==> src/rtl/sw_mode_sel_if.sv <==
// Switch-conditioner bundle: raw switch levels in, debounced levels and
// settled mode code out.
interface sw_mode_sel_if #(
    parameter int N_SW = 10
);
    logic [N_SW-1:0] sw_i;
    logic [N_SW-1:0] sw_db_o;
    logic [3:0]      mode_o;
    logic            mode_valid_o;
    logic            mode_change_o;
    logic            settling_o;

    modport master (
        output sw_i,
        input  sw_db_o, mode_o, mode_valid_o, mode_change_o, settling_o
    );

    modport slave (
        input  sw_i,
        output sw_db_o, mode_o, mode_valid_o, mode_change_o, settling_o
    );
endinterface

==> src/rtl/sw_mode_sel.sv <==
// Synchronise, debounce and priority-encode the board slide switches into a
// registered mode code, with a change strobe and a settle window before valid.
module sw_mode_sel #(
    parameter int N_SW            = 10,
    parameter int DEBOUNCE_CYCLES = 500000,
    parameter int QUIET_CYCLES    = 2500000
) (
    input  logic         clk_50MHz,
    input  logic         rst,
    sw_mode_sel_if.slave bus
);
    localparam int DB_W = (DEBOUNCE_CYCLES > 1) ? $clog2(DEBOUNCE_CYCLES) : 1;
    localparam int Q_W  = (QUIET_CYCLES > 1) ? $clog2(QUIET_CYCLES) : 1;
    localparam logic [DB_W-1:0] DB_LAST = DB_W'(DEBOUNCE_CYCLES - 1);
    localparam logic [Q_W-1:0]  Q_LOAD  = Q_W'((QUIET_CYCLES > 0) ? QUIET_CYCLES - 1 : 0);
    localparam logic [3:0]      MODE_NONE = 4'hA;

    typedef enum logic [1:0] {
        ST_IDLE,
        ST_SETTLE,
        ST_RUN
    } state_t;

    logic [N_SW-1:0] r_sync1;
    logic [N_SW-1:0] r_sync2;
    logic [N_SW-1:0] w_sw_db;
    logic [3:0]      w_cand;

    state_t          r_state;
    state_t          w_state_next;
    logic [3:0]      r_mode;
    logic [3:0]      w_mode_next;
    logic            r_valid;
    logic            w_valid_next;
    logic            r_change;
    logic            w_change_next;
    logic [Q_W-1:0]  r_qcnt;
    logic [Q_W-1:0]  w_qcnt_next;

    always_ff @(posedge clk_50MHz or posedge rst) begin
        if (rst) begin
            r_sync1 <= '0;
            r_sync2 <= '0;
        end else begin
            r_sync1 <= bus.sw_i;
            r_sync2 <= r_sync1;
        end
    end

    // Any return to the current debounced level wipes the partial count.
    genvar gi;
    generate
        for (gi = 0; gi < N_SW; gi++) begin : g_db
            logic [DB_W-1:0] r_cnt;
            logic            r_db;

            always_ff @(posedge clk_50MHz or posedge rst) begin
                if (rst) begin
                    r_cnt <= '0;
                    r_db  <= 1'b0;
                end else if (r_sync2[gi] == r_db) begin
                    r_cnt <= '0;
                end else if (r_cnt == DB_LAST) begin
                    r_db  <= r_sync2[gi];
                    r_cnt <= '0;
                end else begin
                    r_cnt <= r_cnt + 1'b1;
                end
            end

            assign w_sw_db[gi] = r_db;
        end
    endgenerate

    always_comb begin
        w_cand = MODE_NONE;
        for (int i = 0; i < N_SW; i++) begin
            if (w_sw_db[i]) begin
                w_cand = 4'(i);
            end
        end
    end

    always_ff @(posedge clk_50MHz or posedge rst) begin
        if (rst) begin
            r_state  <= ST_IDLE;
            r_mode   <= MODE_NONE;
            r_valid  <= 1'b0;
            r_change <= 1'b0;
            r_qcnt   <= '0;
        end else begin
            r_state  <= w_state_next;
            r_mode   <= w_mode_next;
            r_valid  <= w_valid_next;
            r_change <= w_change_next;
            r_qcnt   <= w_qcnt_next;
        end
    end

    // A new candidate always wins over the settle countdown, from any state.
    always_comb begin
        w_state_next  = r_state;
        w_mode_next   = r_mode;
        w_valid_next  = r_valid;
        w_change_next = 1'b0;
        w_qcnt_next   = r_qcnt;

        if (w_cand != r_mode) begin
            w_mode_next   = w_cand;
            w_change_next = 1'b1;
            w_valid_next  = 1'b0;
            if (w_cand == MODE_NONE) begin
                w_state_next = ST_IDLE;
            end else if (QUIET_CYCLES == 0) begin
                w_state_next = ST_RUN;
                w_valid_next = 1'b1;
            end else begin
                w_state_next = ST_SETTLE;
                w_qcnt_next  = Q_LOAD;
            end
        end else begin
            case (r_state)
                ST_SETTLE: begin
                    if (r_qcnt == '0) begin
                        w_state_next = ST_RUN;
                        w_valid_next = 1'b1;
                    end else begin
                        w_qcnt_next = r_qcnt - 1'b1;
                    end
                end
                default: ;
            endcase
        end
    end

    assign bus.sw_db_o       = w_sw_db;
    assign bus.mode_o        = r_mode;
    assign bus.mode_valid_o  = r_valid;
    assign bus.mode_change_o = r_change;
    assign bus.settling_o    = (r_state == ST_SETTLE);
endmodule

==> src/flat_wrapper.sv <==
// flat-port wrapper written by rule: the top's interface ports become plain ports
module sw_mode_sel_flat 
#(
    parameter int N_SW            = 10,
    parameter int DEBOUNCE_CYCLES = 500000,
    parameter int QUIET_CYCLES    = 2500000
)
  (clk_50MHz, rst, bus_sw_i, bus_sw_db_o, bus_mode_o, bus_mode_valid_o, bus_mode_change_o, bus_settling_o);
  sw_mode_sel_if #(.N_SW(N_SW)) bus_i ();
  input  logic clk_50MHz;
  input  logic rst;
  input wire logic [$bits(bus_i.sw_i)-1:0] bus_sw_i;
  output wire logic [$bits(bus_i.sw_db_o)-1:0] bus_sw_db_o;
  output wire logic [$bits(bus_i.mode_o)-1:0] bus_mode_o;
  output wire logic [$bits(bus_i.mode_valid_o)-1:0] bus_mode_valid_o;
  output wire logic [$bits(bus_i.mode_change_o)-1:0] bus_mode_change_o;
  output wire logic [$bits(bus_i.settling_o)-1:0] bus_settling_o;
  assign bus_i.sw_i = bus_sw_i;
  assign bus_sw_db_o = bus_i.sw_db_o;
  assign bus_mode_o = bus_i.mode_o;
  assign bus_mode_valid_o = bus_i.mode_valid_o;
  assign bus_mode_change_o = bus_i.mode_change_o;
  assign bus_settling_o = bus_i.settling_o;
  sw_mode_sel #(.N_SW(N_SW), .DEBOUNCE_CYCLES(DEBOUNCE_CYCLES), .QUIET_CYCLES(QUIET_CYCLES)) u_core (.clk_50MHz(clk_50MHz), .rst(rst), .bus(bus_i));
endmodule
==> config.mk <==
export PLATFORM = sky130hd
export DESIGN_NAME = sw_mode_sel_flat
export DESIGN_NICKNAME = d
export VERILOG_FILES = /design/src/rtl/sw_mode_sel_if.sv /design/src/rtl/sw_mode_sel.sv /design/src/flat_wrapper.sv
export SDC_FILE = /design/constraint.sdc
export NUM_CORES = 1
export LEC_CHECK = 0
export CAP_MARGIN = 20
export CORE_MARGIN = 2
export CORE_UTILIZATION = 56
export DETAILED_ROUTE_END_ITERATION = 8
export HOLD_SLACK_MARGIN = 0.06
export PLACE_DENSITY_LB_ADDON = 0.05
export REMOVE_ABC_BUFFERS = 1
export SETUP_SLACK_MARGIN = 0.2
export SLEW_MARGIN = 20
export SYNTH_ARGS = -nofsm -noshare
export SYNTH_HDL_FRONTEND = slang
export SYNTH_SLANG_ARGS = --single-unit
==> constraint.sdc <==
create_clock -name clk_50MHz -period 7.93 [get_ports clk_50MHz]
set_input_delay 1.1895 -clock clk_50MHz [delete_from_list [all_inputs] [get_ports clk_50MHz]]
set_output_delay 1.1895 -clock clk_50MHz [all_outputs]
set_load 0.1 [all_outputs]
==> summary.txt <==
Outcome
  • Outcome: finished clean

Setup path
  • CP Max Fanout: 9
  • Critical path capture point type: primary output
  • Slowest CP cell: clkdlybuf4s50_1
  • FF-to-FF Start: u_core.r_qcnt[10]
  • Worst path bufs/invs: 1
  • Crit start category: register
  • Cell family with most CP delay: buffers and inverters
  • Reg2reg setup slack: approximately 5100 ps
  • Critical register-to-register path endpoint: u_core.r_qcnt[14]
  • CP required: 6740 ps
  • CP cell instances: clkdlybuf4s50_1
  • Worst EP arrival: roughly 2300 ps
  • Kind of critical path: reg2out
  • Worst path max stage delay: 1200 ps
  • Reg2Reg Depth: 7

Drt
  • TritonRoute pass-1 iters: 4
  • Total wire length: between 20000 and 25000 um
  • Avg WL per Cell: 13.7 um
  • DRC: 0
  • Vias per cell: 5.34
  • Via count: 7920
  • First DRT Iteration DRCs: 347
  • Antenna Violating Nets Remaining: 0

Synthesis
  • Number of synthesized register bits: 249
  • Yosys warning count: 0
  • Sequential element share of the synthesized area: 0.536
  • Fraction of registers with async set/reset: 1.00
  • Post-Syn Instances: 1171
  • Number of synthesized flops with an enable pin: 0
  • Syn avg cell area: between 9 and 10 um2
  • Yosys top cell area share: 0.532
  • Synth area leaders: dfrtp_1, nor2_1, xor2_1, xnor2_1, nand3_1
  • Cell Area, Synth: 0.0116 mm2
  • Count leader, synth: dfrtp_1
  • Synth Flop Type: dfrtp_1
  • Commonest cells post-synth: dfrtp_1, nor2_1, xor2_1, xnor2_1, nand2_1
  • Library cells used by synthesis: 62
  • Largest area contributor in the netlist: dfrtp_1

STA
  • Slew @ Worst Pin: 1030 ps
  • Final hold slack: ~350 ps
  • Setup violators final: 0
  • Tmin final: 3470 ps
  • Pins over their slew limit: 0
  • Final clock skew: 20.3 ps
  • Post-Route Setup TNS: 0 ps
  • RSZ-0062 raised after global routing: false
  • Hold Violations, Final: 0
  • Slew HR: 0.309
  • Fmax achieved: roughly 0.29 GHz
  • Fin crit share: 0.438

Power
  • LEAKAGE: 0.00569 uW
  • IR drop worst, VDD: approximately 0.2 mV
  • Total power: 2650 uW
  • Power density over the cells: 204 mW/mm2

Clocking
  • CTS resizes: 0
  • Clock sink count: about 250
  • H-tree levels: 1
  • Clk buf depth: 3
  • Clock root buffer: clkbuf_16
  • Hold_buf cts: 0
  • Worst-path clk slew: 60 ps
  • TritonCTS clock tree: done
  • Worst skew pair latency: 530 ps
  • CTS Buf Count: 27
  • Post-CTS setup buffer count: 0

Final layout
  • Area growth syn-to-layout: 12.0%
  • Fillers: 1681
  • Multi-input gate area: ~0.005 mm2
  • Util after Layout: 0.641
  • Number of diodes: 0
  • # nets final: 1217
  • FF+latch area: approximately 0.0062 mm2
  • Share of layout cells above drive strength 1: 0.0692

Floorplan
  • Placement Rows: 52
  • Die area: about 0.022 mm2
  • Die width: 148 um
  • Starting Density: 0.572
  • Die Span Y: 148 um
  • Core ar.: 0.0203 mm2
  • Num ports: 29

Global route
  • First-pass GRT wire length: 36300 um
  • Overall Global Routing Usage: 0.195
  • Largest net degree at the start of global routing: 131
  • Gr ovfl total: 0
  • Initial antenna violation count: 0
  • Vias in the first global route: 7841

Job
  • Max_cap viols: 0

Worst hold path
  • WHS Path Cells: 0
  • Hold Path Sink: u_core.r_sync2[8]
  • Min-delay src: u_core.r_sync1[8]
  • Hold Crit Class: reg2reg

Placed design
  • Port-buffer cells: 28
  • Detail Placement HPWL: 13000 um
  • Routability congestion estimate: 0.766
[cell type report]
| class | count | area share |
|---|---|---|
| Clock buffer | 39 | 0.0631 |
| Tap cell | 270 | 0.0260 |
| Timing Repair Buffer | 31 | 0.0233 |
| Multi-Input combinational cell | 853 | 0.391 |
| Inverter | 32 | 0.00981 |
| Clock inverter | 9 | 0.00789 |
| Sequential cell | 249 | 0.479 |
[metal layers]
metal,share of wire,track usage,vias up
met5,0,0,-
met4,0.017,0.0438,0
met3,0.031,0.0306,33
met2,0.46,0.318,110
met1,0.49,0.280,3771
li1,-,-,4006
[flip-flops by register name, summed over array words and instances (netlist names)]
register	count
u_core.bus.mode_change_o	1
u_core.bus.mode_o	4
u_core.bus.mode_valid_o	1
u_core.g_db.r_cnt	190
u_core.g_db.r_db	10
u_core.r_qcnt	22
u_core.r_state	1
u_core.r_sync1	10
u_core.r_sync2	10
[cells in the final DEF (no fill, tap or decap), types with 22 or more instances in the layout]
master,Yosys,final
nand3_1,68,68
xor2_1,86,86
nor3_1,25,24
clkbuf_16,0,27
inv_1,32,31
nand4_1,36,36
nand2_1,78,78
nor2_1,242,242
xnor2_1,82,82
dfrtp_1,247,247
a21oi_1,24,24
clkdlybuf4s50_1,0,28
nor4_1,22,22
[stage by stage]
step | setup slack [ps] | instances | cell area [um2]
2_1_floorplan | -99.5 | 1134 | 11400
3_3_place_gp | 4590 | 1435 | 12100
3_5_place_dp | 4580 | 1435 | 12100
4_1_cts | 4430 | 1483 | 13000
5_1_grt | 4380 | 1483 | 13000
6_report | 4460 | 1483 | 13000
[worst max-delay path by stage]
stage,startpoint,to,depth (start not counted)
global route,u_core.g_db[9].r_db,bus_sw_db_o[9],1
global placement,rst,u_core.g_db[3].r_cnt[13],3
CTS,u_core.g_db[9].r_db,bus_sw_db_o[9],1
finish,u_core.g_db[9].r_db,bus_sw_db_o[9],1
detailed placement,rst,u_core.g_db[3].r_cnt[13],3
floorplan,rst,u_core.bus.mode_change_o,1
[power by group]
| group | leakage [uW] | internal (uW) | switching [uW] |
|---|---|---|---|
| Sequential | 0.00340 | 1290 | 14.2 |
| Combinational | 0.00183 | 20.5 | 49.7 |
| Clock | 0.000464 | 780 | 501 |
| Total | 0.00569 | 2090 | 565 |
[cells by family after synthesis]
group | Yosys count | synth area share
flip-flops | 249 | 0.536
AND/OR/NAND/NOR | 585 | 0.244
XOR/XNOR | 168 | 0.127
multiplexers | 12 | 0.0113
buffers and inverters | 69 | 0.0264
AO/OA/AOI/OAI | 77 | 0.0433
adder cells (fa/ha/maj) | 11 | 0.0118
(Power assumes the default switching activity.)
